==> src/rtl/lvds_tx_pkg.sv <==
// Shared constants, state types and frame packing for the LVDS TX IQ serializer.
package lvds_tx_pkg;

  localparam logic [1:0] SYNC_I = 2'b10;
  localparam logic [1:0] SYNC_Q = 2'b01;

  localparam int FRAME_BITS  = 32;
  localparam int DIBITS      = 16;
  localparam int SAMPLE_BITS = 13;

  typedef enum logic [1:0] {
    P_I,
    P_GAP,
    P_Q,
    P_FULL
  } prefetch_state_t;

  typedef enum logic {
    S_IDLE,
    S_SHIFT
  } shift_state_t;

  // Radio IQ word, MSB first: sync, 13-bit sample, pad bit, for I then Q.
  function automatic logic [FRAME_BITS-1:0] build_frame(
    input logic [SAMPLE_BITS-1:0] i_smp,
    input logic [SAMPLE_BITS-1:0] q_smp
  );
    return {SYNC_I, i_smp, 1'b0, SYNC_Q, q_smp, 1'b0};
  endfunction

endpackage

==> src/rtl/iq_pair_prefetch.sv <==
// Pops I then Q from the FWFT sample FIFO (one idle cycle between reads) and
// holds the pair until the shifter takes it.
module iq_pair_prefetch
  import lvds_tx_pkg::*;
#(
  parameter int DATA_WIDTH = 16
) (
  input  logic                   clk,
  input  logic                   rst,
  input  logic                   tx_en,
  input  logic                   fifo_empty,
  input  logic [DATA_WIDTH-1:0]  fifo_data,
  input  logic                   load,
  output logic                   fifo_rd_en,
  output logic                   hold_valid,
  output logic [SAMPLE_BITS-1:0] hold_i,
  output logic [SAMPLE_BITS-1:0] hold_q
);

  prefetch_state_t        state_reg;
  logic [SAMPLE_BITS-1:0] hold_i_reg;
  logic [SAMPLE_BITS-1:0] hold_q_reg;
  logic                   pop_i;
  logic                   pop_q;
  logic                   unused_upper_bits;

  // Once I is taken the pair is always completed, so tx_en only gates the I pop.
  assign pop_i      = (state_reg == P_I) && tx_en && !fifo_empty;
  assign pop_q      = (state_reg == P_Q) && !fifo_empty;
  assign fifo_rd_en = !rst && (pop_i || pop_q);

  assign hold_valid = (state_reg == P_FULL);
  assign hold_i     = hold_i_reg;
  assign hold_q     = hold_q_reg;

  assign unused_upper_bits = ^fifo_data[DATA_WIDTH-1:SAMPLE_BITS];

  always_ff @(posedge clk or posedge rst) begin
    if (rst) begin
      state_reg  <= P_I;
      hold_i_reg <= '0;
      hold_q_reg <= '0;
    end else begin
      case (state_reg)
        P_I: begin
          if (pop_i) begin
            hold_i_reg <= fifo_data[SAMPLE_BITS-1:0];
            state_reg  <= P_GAP;
          end
        end
        P_GAP: begin
          state_reg <= P_Q;
        end
        P_Q: begin
          if (pop_q) begin
            hold_q_reg <= fifo_data[SAMPLE_BITS-1:0];
            state_reg  <= P_FULL;
          end
        end
        P_FULL: begin
          if (load) begin
            state_reg <= P_I;
          end
        end
        default: begin
          state_reg <= P_I;
        end
      endcase
    end
  end

endmodule

==> src/rtl/lvds_tx_iq_serializer.sv <==
// Frames prefetched I/Q pairs into 32-bit radio words and shifts them out two
// bits per clock to the DDR output stage; tracks underrun episodes.
module lvds_tx_iq_serializer
  import lvds_tx_pkg::*;
#(
  parameter int DATA_WIDTH = 16,
  parameter int CNT_WIDTH  = 16
) (
  input  logic                  clk_i,
  input  logic                  rst_i,
  input  logic                  tx_en_i,
  input  logic                  fifo_empty_i,
  input  logic [DATA_WIDTH-1:0] fifo_data_i,
  output logic                  fifo_rd_en_o,
  output logic [1:0]            lvds_d_o,
  output logic                  frame_strobe_o,
  output logic                  busy_o,
  output logic                  underrun_o,
  output logic [CNT_WIDTH-1:0]  underrun_cnt_o,
  input  logic                  underrun_clr_i
);

  shift_state_t           shift_state_reg;
  logic [FRAME_BITS-1:0]  shift_reg;
  logic [4:0]             dibit_cnt_reg;
  logic [1:0]             lvds_d_reg;
  logic                   frame_strobe_reg;
  logic                   streaming_reg;
  logic                   underrun_reg;
  logic [CNT_WIDTH-1:0]   underrun_cnt_reg;

  logic                   hold_valid;
  logic [SAMPLE_BITS-1:0] hold_i;
  logic [SAMPLE_BITS-1:0] hold_q;
  logic [FRAME_BITS-1:0]  next_frame;
  logic                   last_dibit;
  logic                   load;
  logic                   episode;

  iq_pair_prefetch #(
    .DATA_WIDTH (DATA_WIDTH)
  ) u_prefetch (
    .clk        (clk_i),
    .rst        (rst_i),
    .tx_en      (tx_en_i),
    .fifo_empty (fifo_empty_i),
    .fifo_data  (fifo_data_i),
    .load       (load),
    .fifo_rd_en (fifo_rd_en_o),
    .hold_valid (hold_valid),
    .hold_i     (hold_i),
    .hold_q     (hold_q)
  );

  assign next_frame = build_frame(hold_i, hold_q);
  assign last_dibit = (shift_state_reg == S_SHIFT) && (dibit_cnt_reg == 5'(DIBITS - 1));
  // Loading from the last dibit keeps back-to-back frames gapless on the line.
  assign load       = hold_valid && ((shift_state_reg == S_IDLE) || last_dibit);
  assign episode    = last_dibit && !hold_valid && tx_en_i && streaming_reg;

  always_ff @(posedge clk_i or posedge rst_i) begin
    if (rst_i) begin
      shift_state_reg  <= S_IDLE;
      shift_reg        <= '0;
      dibit_cnt_reg    <= '0;
      lvds_d_reg       <= 2'b00;
      frame_strobe_reg <= 1'b0;
    end else begin
      frame_strobe_reg <= 1'b0;
      if (load) begin
        shift_state_reg  <= S_SHIFT;
        lvds_d_reg       <= next_frame[FRAME_BITS-1 -: 2];
        shift_reg        <= {next_frame[FRAME_BITS-3:0], 2'b00};
        dibit_cnt_reg    <= '0;
        frame_strobe_reg <= 1'b1;
      end else if ((shift_state_reg == S_SHIFT) && !last_dibit) begin
        lvds_d_reg    <= shift_reg[FRAME_BITS-1 -: 2];
        shift_reg     <= {shift_reg[FRAME_BITS-3:0], 2'b00};
        dibit_cnt_reg <= dibit_cnt_reg + 5'd1;
      end else begin
        shift_state_reg <= S_IDLE;
        lvds_d_reg      <= 2'b00;
      end
    end
  end

  // Streaming arms on each load so start-up starvation never counts as underrun.
  always_ff @(posedge clk_i or posedge rst_i) begin
    if (rst_i) begin
      streaming_reg    <= 1'b0;
      underrun_reg     <= 1'b0;
      underrun_cnt_reg <= '0;
    end else begin
      underrun_reg <= episode;
      if (load) begin
        streaming_reg <= 1'b1;
      end else if (episode || (!tx_en_i && (shift_state_reg == S_IDLE))) begin
        streaming_reg <= 1'b0;
      end
      if (underrun_clr_i) begin
        underrun_cnt_reg <= '0;
      end else if (episode && (underrun_cnt_reg != '1)) begin
        underrun_cnt_reg <= underrun_cnt_reg + CNT_WIDTH'(1);
      end
    end
  end

  assign lvds_d_o       = lvds_d_reg;
  assign frame_strobe_o = frame_strobe_reg;
  assign busy_o         = (shift_state_reg == S_SHIFT) || hold_valid;
  assign underrun_o     = underrun_reg;
  assign underrun_cnt_o = underrun_cnt_reg;

endmodule
==> config.mk <==
export PLATFORM = sky130hd
export DESIGN_NAME = lvds_tx_iq_serializer
export DESIGN_NICKNAME = d
export VERILOG_FILES = /design/src/rtl/lvds_tx_pkg.sv /design/src/rtl/iq_pair_prefetch.sv /design/src/rtl/lvds_tx_iq_serializer.sv
export SDC_FILE = /design/constraint.sdc
export NUM_CORES = 1
export LEC_CHECK = 0
export CAP_MARGIN = 20
export CORE_ASPECT_RATIO = 0.6
export CORE_UTILIZATION = 30
export CTS_CLUSTER_DIAMETER = 40
export DETAILED_ROUTE_END_ITERATION = 10
export PLACE_DENSITY_LB_ADDON = 0.2
export SLEW_MARGIN = 5
export SYNTH_ARGS = -nofsm -noshare
export SYNTH_HDL_FRONTEND = slang
export SYNTH_SLANG_ARGS = --single-unit
==> constraint.sdc <==
create_clock -name clk_i -period 4.4 [get_ports clk_i]
set_clock_uncertainty 0.15 [all_clocks]
set_input_delay 1.1 -clock clk_i [delete_from_list [all_inputs] [get_ports clk_i]]
set_output_delay 1.1 -clock clk_i [all_outputs]
set_load 0.01 [all_outputs]
==> metrics.md, run 1 <==
| Metric | Value |
|---|---|
| Status | completed |
| Slowest stage delay, CP | between 0.5 and 0.6 ns |
| Most frequent cells in the layout | 84 x dfrtp_1, 42 x nand2_1, 39 x clkdlybuf4s50_1 |
| Die Area | between 0.01 and 0.015 mm2 |
| Final Max Slew Viols | 0 |
| CTS tree | done |
| Post-synth EDFFs | 0 |
| DRT Pass-1 Iters | 4 |
| WP data required | around 3.2 ns |
| Crit path top cell by count | clkdlybuf4s50_1 |
| Clock Root Buffer | clkbuf_16 |
| XOR/XNOR share of the synthesized area | 0% |
| Count of cell types in the netlist | 37 |
| Clock sinks | 84 |
| Worst Hold Class | flip-flop to flip-flop |
| Hold-fix buffers, CTS | 0 |
| Area taken by multi-input logic gates | between 0.0015 and 0.002 mm2 |
| Vias per cell | between 4 and 5 |
| RSZ-0062 raised after global routing | false |
| Via count | 2,678 |
| Critical path fanouts, max | 4 |
| Final setup fails | 0 |
| Hold Path Depth | 2 |
| Fin. Hold Viols | 0 |
| H-tree depth | 3 |
| Drt drc | 0 |
| Path type of the worst setup path | input port to output pin |
| Drt total wl | 8320 um |
| Antenna violations before repair | 0 |
| Worst EP arrival | approximately 2.6 ns |
| Wire per inst | 15.1 um |
| Area growth from synthesis to layout | 23.6% |
| FP Rows | 31 |
| Endpoint class of the critical path | output pin |
| Longest Clk Path Bufs | 2 |
| Ys Warns | 0 |
| Slew HR | 49.8% |
| Simple-gate share of the synthesized area | between 10% and 20% |
| VDD IR max | around 0.23 mV |
| PwrDens | between 500 and 600 mW/mm2 |
| Fmax | 258 MHz |
| # fillers | around 1,200 |
| Antenna diode count | 0 |
| Syn Std Cell Area | ~0.0038 mm2 |
| Initial Util | between 30% and 40% |
| Mux cell area share after synthesis | 15.7% |
| Final net count | 408 |
| Adder-Cell Fraction of Synth Area | 2.30% |
| Main combinational cell family by area after synthesis | multiplexers |
| GP Congestion | roughly 0.76 |
| CP max stage cell | clkdlybuf4s50_1 |
| Total core area | approximately 0.012 mm2 |
| Most common cell after layout, fill and taps aside | dfrtp_1 |
| Worst R2R Path Depth | 7 |
| Die W | approximately 150 um |
| Antenna viol nets, final | 0 |
| Synthesized net count | between 300 and 400 |
| IO Count | 43 |
| Worst-Margin Slew | 0.751 ns |
| All-Layer GR Usage | around 14% |
| Max FFs per register | 29 |
| Setup Fix Bufs, Post-CTS | 0 |
| Total Neg Setup Slack | 0 ns |
| Detailed Route Iter0 Violations | about 130 |
| Share of cells above drive strength 1 | about 16% |
| Crit path cell chain | clkdlybuf4s50_1 > nor2b_1 > inv_1 > a21oi_1 > clkdlybuf4s50_1 |
| Post-DP HPWL | 5580 um |
| Pleak | 0.00197 uW |
| Post-Syn Instances | around 350 |
| Critical Path Start Type | input port |
| Largest net degree at the start of global routing | 70 |
| Clock Pin Slew Worst Setup and Hold Paths | 0.06 ns |
| Post-CTS sizing | 0 |
| Total CTS buffers | 9 |
| IO buf count | 39 |
| Max_cap viols | 0 |
| Synth Area in Compound Gates | 9.72% |
| Final worst path period share | around nine tenths |
| Clock latency on the worst-skew pair | roughly 0.33 ns |
| Total power | between 2000 and 3000 uW |
| Flops & latches, synth | 84 |
| First-pass GRT wire length | roughly 14,000 um |
| Seq/Total Area, Yosys | 55.2% |
| Util after Layout | roughly two fifths |
| Gr ovfl total | 0 |
| Synthesized area per cell | approximately 11 um2 |
| Area occupied by registers | ~0.0021 mm2 |
| Die height | a little under 90 um |
| Clock period minus worst slack | approximately 3.9 ns |
| Synth Flop Type | dfrtp_1 |
| Number of global-route vias before repair | between 2,000 and 2,500 |
| Asr flop ratio synth | 100% |
## per-layer routing
metal / global-route usage (%) / share of wire [%] / wire, um
met5: 0 / 0 / 0
met4: 4.22 / 0.91 / 76
met3: 3.88 / 3.1 / 262
met2: 18.3 / 39 / 3270
met1: 20.7 / 57 / 4720
## Yosys cell counts (2+ instances only)
cell,count,share of area (%)
nand4_1,7,1.1
o31ai_1,7,1.4
and2_1,2,0.33
a31oi_1,2,0.33
or3_1,3,0.49
or2_2,2,0.33
nand3_1,7,0.92
nand2_1,42,4.1
nand3b_1,4,0.79
mux2i_1,26,6.8
or4_1,9,1.8
dfrtp_1,84,55
buf_2,3,0.39
ha_1,7,2.3
nor4_1,2,0.33
and3_1,2,0.33
a21oi_1,14,1.8
clkbuf_1,17,1.7
o21ai_0,37,4.9
o41ai_1,2,0.46
inv_1,8,0.79
nor2_1,10,0.99
nor2b_1,5,0.82
mux2_2,30,8.9
## cell families (layout without fill, tap and decap cells)
logic type                 count (synthesis)  in the layout
DFF                                       84             84
AOI/OAI and AO/OA                         66             66
adders and majority gates                  7              7
buffers and inverters                     29             69
and+or+nand+nor                          103            103
muxes                                     56             56
## metrics by stage
stage | setup slack, ns | hold slack [ns] | cell area [um2] | instances
finish | 0.519 | 0.309 | 4710 | 550
global route | 0.414 | 0.351 | 4710 | 550
CTS | 0.466 | 0.310 | 4710 | 550
detailed placement | 0.472 | 0.295 | 4390 | 534
global placement | 0.494 | 0.295 | 4390 | 534
floorplan | 0.985 | 0.283 | 3810 | 345
## worst max-delay path, delay by kind of cell
kind	cells	cell delay (ns)
AND/OR/NAND/NOR	1	0.21
AO/OA/AOI/OAI	1	0.21
buffers and inverters	3	1.10
## cell type report
| type | count | share of cell area, % |
|---|---|---|
| Multi-Input combinational cell | 232 | 34.1 |
| Clock buffer | 9 | 4.78 |
| Sequential cell | 84 | 44.6 |
| Tap cell | 165 | 4.38 |
| Clock inverter | 7 | 1.94 |
| Inverter | 8 | 0.664 |
| Timing Repair Buffer | 45 | 9.51 |
## report_power, final
group / internal (uW) / leakage, uW / total (uW) / switching [uW]
combinational: 380 / 0.000723 / 794 / 414
clock: 495 / 0.000155 / 803 / 308
sequential: 1030 / 0.00109 / 1180 / 148
## worst paths after layout
kind,startpoint,end,slack [ns]
setup reg to reg,dibit_cnt_reg[0],underrun_cnt_o[13],1.65
setup / recovery,fifo_empty_i,fifo_rd_en_o,0.52
hold / removal,shift_reg[16],shift_reg[18],0.31
min in group asynchronous,rst_i,lvds_d_o[1],0.92
hold reg to reg,shift_reg[16],shift_reg[18],0.31
max in group asynchronous,rst_i,shift_reg[23],2.52
(Power assumes the default switching activity.)
==> run 2, diff against run 1 <==
==> constraint.sdc (replaced) <==
create_clock -name clk_i -period 4.4 [get_ports clk_i]
set_clock_uncertainty 0.15 [all_clocks]
set_input_delay 1.1 -clock clk_i [delete_from_list [all_inputs] [get_ports clk_i]]
set_output_delay 1.1 -clock clk_i [all_outputs]
set_load 0.1 [all_outputs]
==> metrics.md, run 2 (synthesis results as in run 1) <==
| Metric | Value |
|---|---|
| Critical Path Start Type | input port |
| Clock period minus worst slack | 3.49 ns (-0.394 ns) |
| RSZ-0062 raised after global routing | false |
| PwrDens | 600 mW/mm2 (+1.8%) |
| Slew HR | 33.8% (-16 points) |
| Comb pwr share | 31.3% (+2.7 points) |
| First-pass GRT wire length | 13,700 um (+0.91%) |
| Met3 Usage GRT | 4.49% (+0.61 points) |
| Min-delay src | shift_reg[16] |
| IO buf count | 39 (unchanged) |
| Clock sinks | 84 (unchanged) |
| Critical path fanouts, max | 4 (unchanged) |
| Critical R2R Launch | dibit_cnt_reg[0] |
| Status | completed |
| Sw frac | 34.3% (+2.9 points) |
| Path type of the worst setup path | input port to output pin |
| Worst-Margin Slew | 0.990 ns (+0.239 ns) |
| Endpoint class of the critical path | output pin |
| Via count | 2,682 (+0.15%) |
| Clock Pin Slew Worst Setup and Hold Paths | 0.06 ns (about the same) |
| Pleak | 0.00196 uW (-0.63%) |
| IO Count | 43 (unchanged) |
| Setup Fix Bufs, Post-CTS | 0 (unchanged) |
| Most frequent cells in the layout | 84 x dfrtp_1, 42 x nand2_1, 37 x o21ai_0, 37 x clkdlybuf4s50_1, 30 x mux2_2 |
| Final setup fails | 0 (unchanged) |
| DRT Pass-1 Iters | 4 (unchanged) |
| H-tree depth | 3 (unchanged) |
| Die height | 89.3 um (unchanged) |
| Register share of total power | 41.9% (-0.5 points) |
| Final worst path period share | 79.2% (-9.0 points) |
| M1 GR Usage | 19.7% (-0.98 points) |
| Share of cells above drive strength 1 | 16.4% (+0.78 points) |
| GP Congestion | 0.723 (-4.7%) |
| Area growth from synthesis to layout | 23.5% |
| Antenna diode count | 0 (unchanged) |
| Final Max Slew Viols | 0 (unchanged) |
| Fin. Hold Viols | 0 (unchanged) |
| Antenna violations before repair | 0 (unchanged) |
| Drt drc | 0 (unchanged) |
| Post-DP HPWL | 5640 um (+1.1%) |
| Wire per inst | 15.1 um (-0.14%) |
| WP data required | 3.15 ns (about the same) |
| Vias per cell | 4.88 (+0.15%) |
| CP endpoint | fifo_rd_en_o |
| Die Area | 0.0132 mm2 (unchanged) |
| Worst R2R Path Depth | 7 (unchanged) |
| FP Rows | 31 (unchanged) |
| Initial Util | 31.2% (unchanged) |
| Hold-fix buffers, CTS | 0 (unchanged) |
| Antenna viol nets, final | 0 (unchanged) |
| Max_cap viols | 0 (unchanged) |
| Most common cell after layout, fill and taps aside | dfrtp_1 |
| CTS tree | done |
| Worst r2r dst | underrun_cnt_o[11] |
| VDD IR max | 0.254 mV (+12%) |
| Post-CTS sizing | 0 (unchanged) |
| Clock latency on the worst-skew pair | 0.34 ns (about the same) |
| Total core area | 0.0122 mm2 (unchanged) |
| Slowest stage delay, CP | 0.46 ns (-0.11 ns) |
| Psw | 966 uW (+11%) |
| Number of global-route vias before repair | 2,625 (+6.8%) |
| Power Internal | 1850 uW (-2.7%) |
| Reg2reg setup slack | 1.62 ns (-0.03 ns) |
| Met2 usage | 19.4% (+1.1 points) |
| CP startpoint | fifo_empty_i |
| Total power | 2820 uW (+1.7%) |
| Longest Clk Path Bufs | 2 (unchanged) |
| Drt total wl | 8310 um (-0.14%) |
| Clock group share of total power | 26.8% (-2.1 points) |
| Final net count | 408 (unchanged) |
| Max FFs per register | 29 (unchanged) |
| Total CTS buffers | 9 (unchanged) |
| Die W | 147 um (unchanged) |
| Fmax | 287 MHz (+11%) |
| Gr ovfl total | 0 (unchanged) |
| All-Layer GR Usage | 13.7% (+0.076 points) |
| Clock Root Buffer | clkbuf_16 |
| Detailed Route Iter0 Violations | 146 (+13%) |
| Busiest metal layer after global routing | met1 |
| Largest net degree at the start of global routing | 51 (-27%) |
| Crit path cell chain | clkdlybuf4s50_1 > nor2b_1 > inv_1 > a21oi_2 > buf_12 |
| Total Neg Setup Slack | 0 ns (unchanged) |
| CP max stage cell | clkdlybuf4s50_1 |
| Worst EP arrival | 2.24 ns (-0.39 ns) |
| Worst Hold Class | flip-flop to flip-flop |
## run 2: metal layers
layer,vias up,part of all wire [%],routed length (um)
li1,1304,-,-
met1,1324,54,4480
met2,45,41,3380
met3,9,4.2,353
met4,0,1.1,95
met5,-,0,0
## run 2: how the worst min path moves through the flow
stage	to	slack (ns)	cells past startpoint
global placement	shift_reg[18]	0.31	2
detailed placement	shift_reg[18]	0.31	2
global route	shift_reg[11]	0.35	2
CTS	shift_reg[18]	0.32	2
finish	shift_reg[18]	0.33	2
floorplan	shift_reg[18]	0.28	2
## run 2: area by class of cell
cell class,count,area (um2)
well taps,165,206
inverters,8,31.3
clock inverters,7,75.1
repair buffers,45,455
multi-input cells,232,1610
flip-flops and latches,84,2100
clock buffers,9,225
fillers,1191,7510
## run 2: worst max-delay path, delay by kind of cell
kind | cells | cell delay [ns]
and+or+nand+nor | 1 | 0.19
AOI/OAI and AO/OA | 1 | 0.21
buffers and inverters | 3 | 0.73
## run 2: power by group through the flow
stage / logic, uW / registers (uW) / clock network (uW)
finish: 882 / 1180 / 756
global route: 995 / 1220 / 815
CTS: 901 / 1180 / 780
detailed placement: 901 / 1190 / 0
global placement: 877 / 1190 / 0
floorplan: 659 / 1190 / 0
## run 2: through the flow
step	utilization, %	instances	worst slack, ns	cell area [um2]	hold slack, ns
2_1_floorplan	-	345	0.454	3810	0.283
3_3_place_gp	36.0	534	0.905	4400	0.312
3_5_place_dp	36.0	534	0.900	4400	0.309
4_1_cts	38.5	550	0.898	4700	0.325
5_1_grt	38.5	550	0.846	4700	0.350
6_report	38.5	550	0.913	4700	0.329
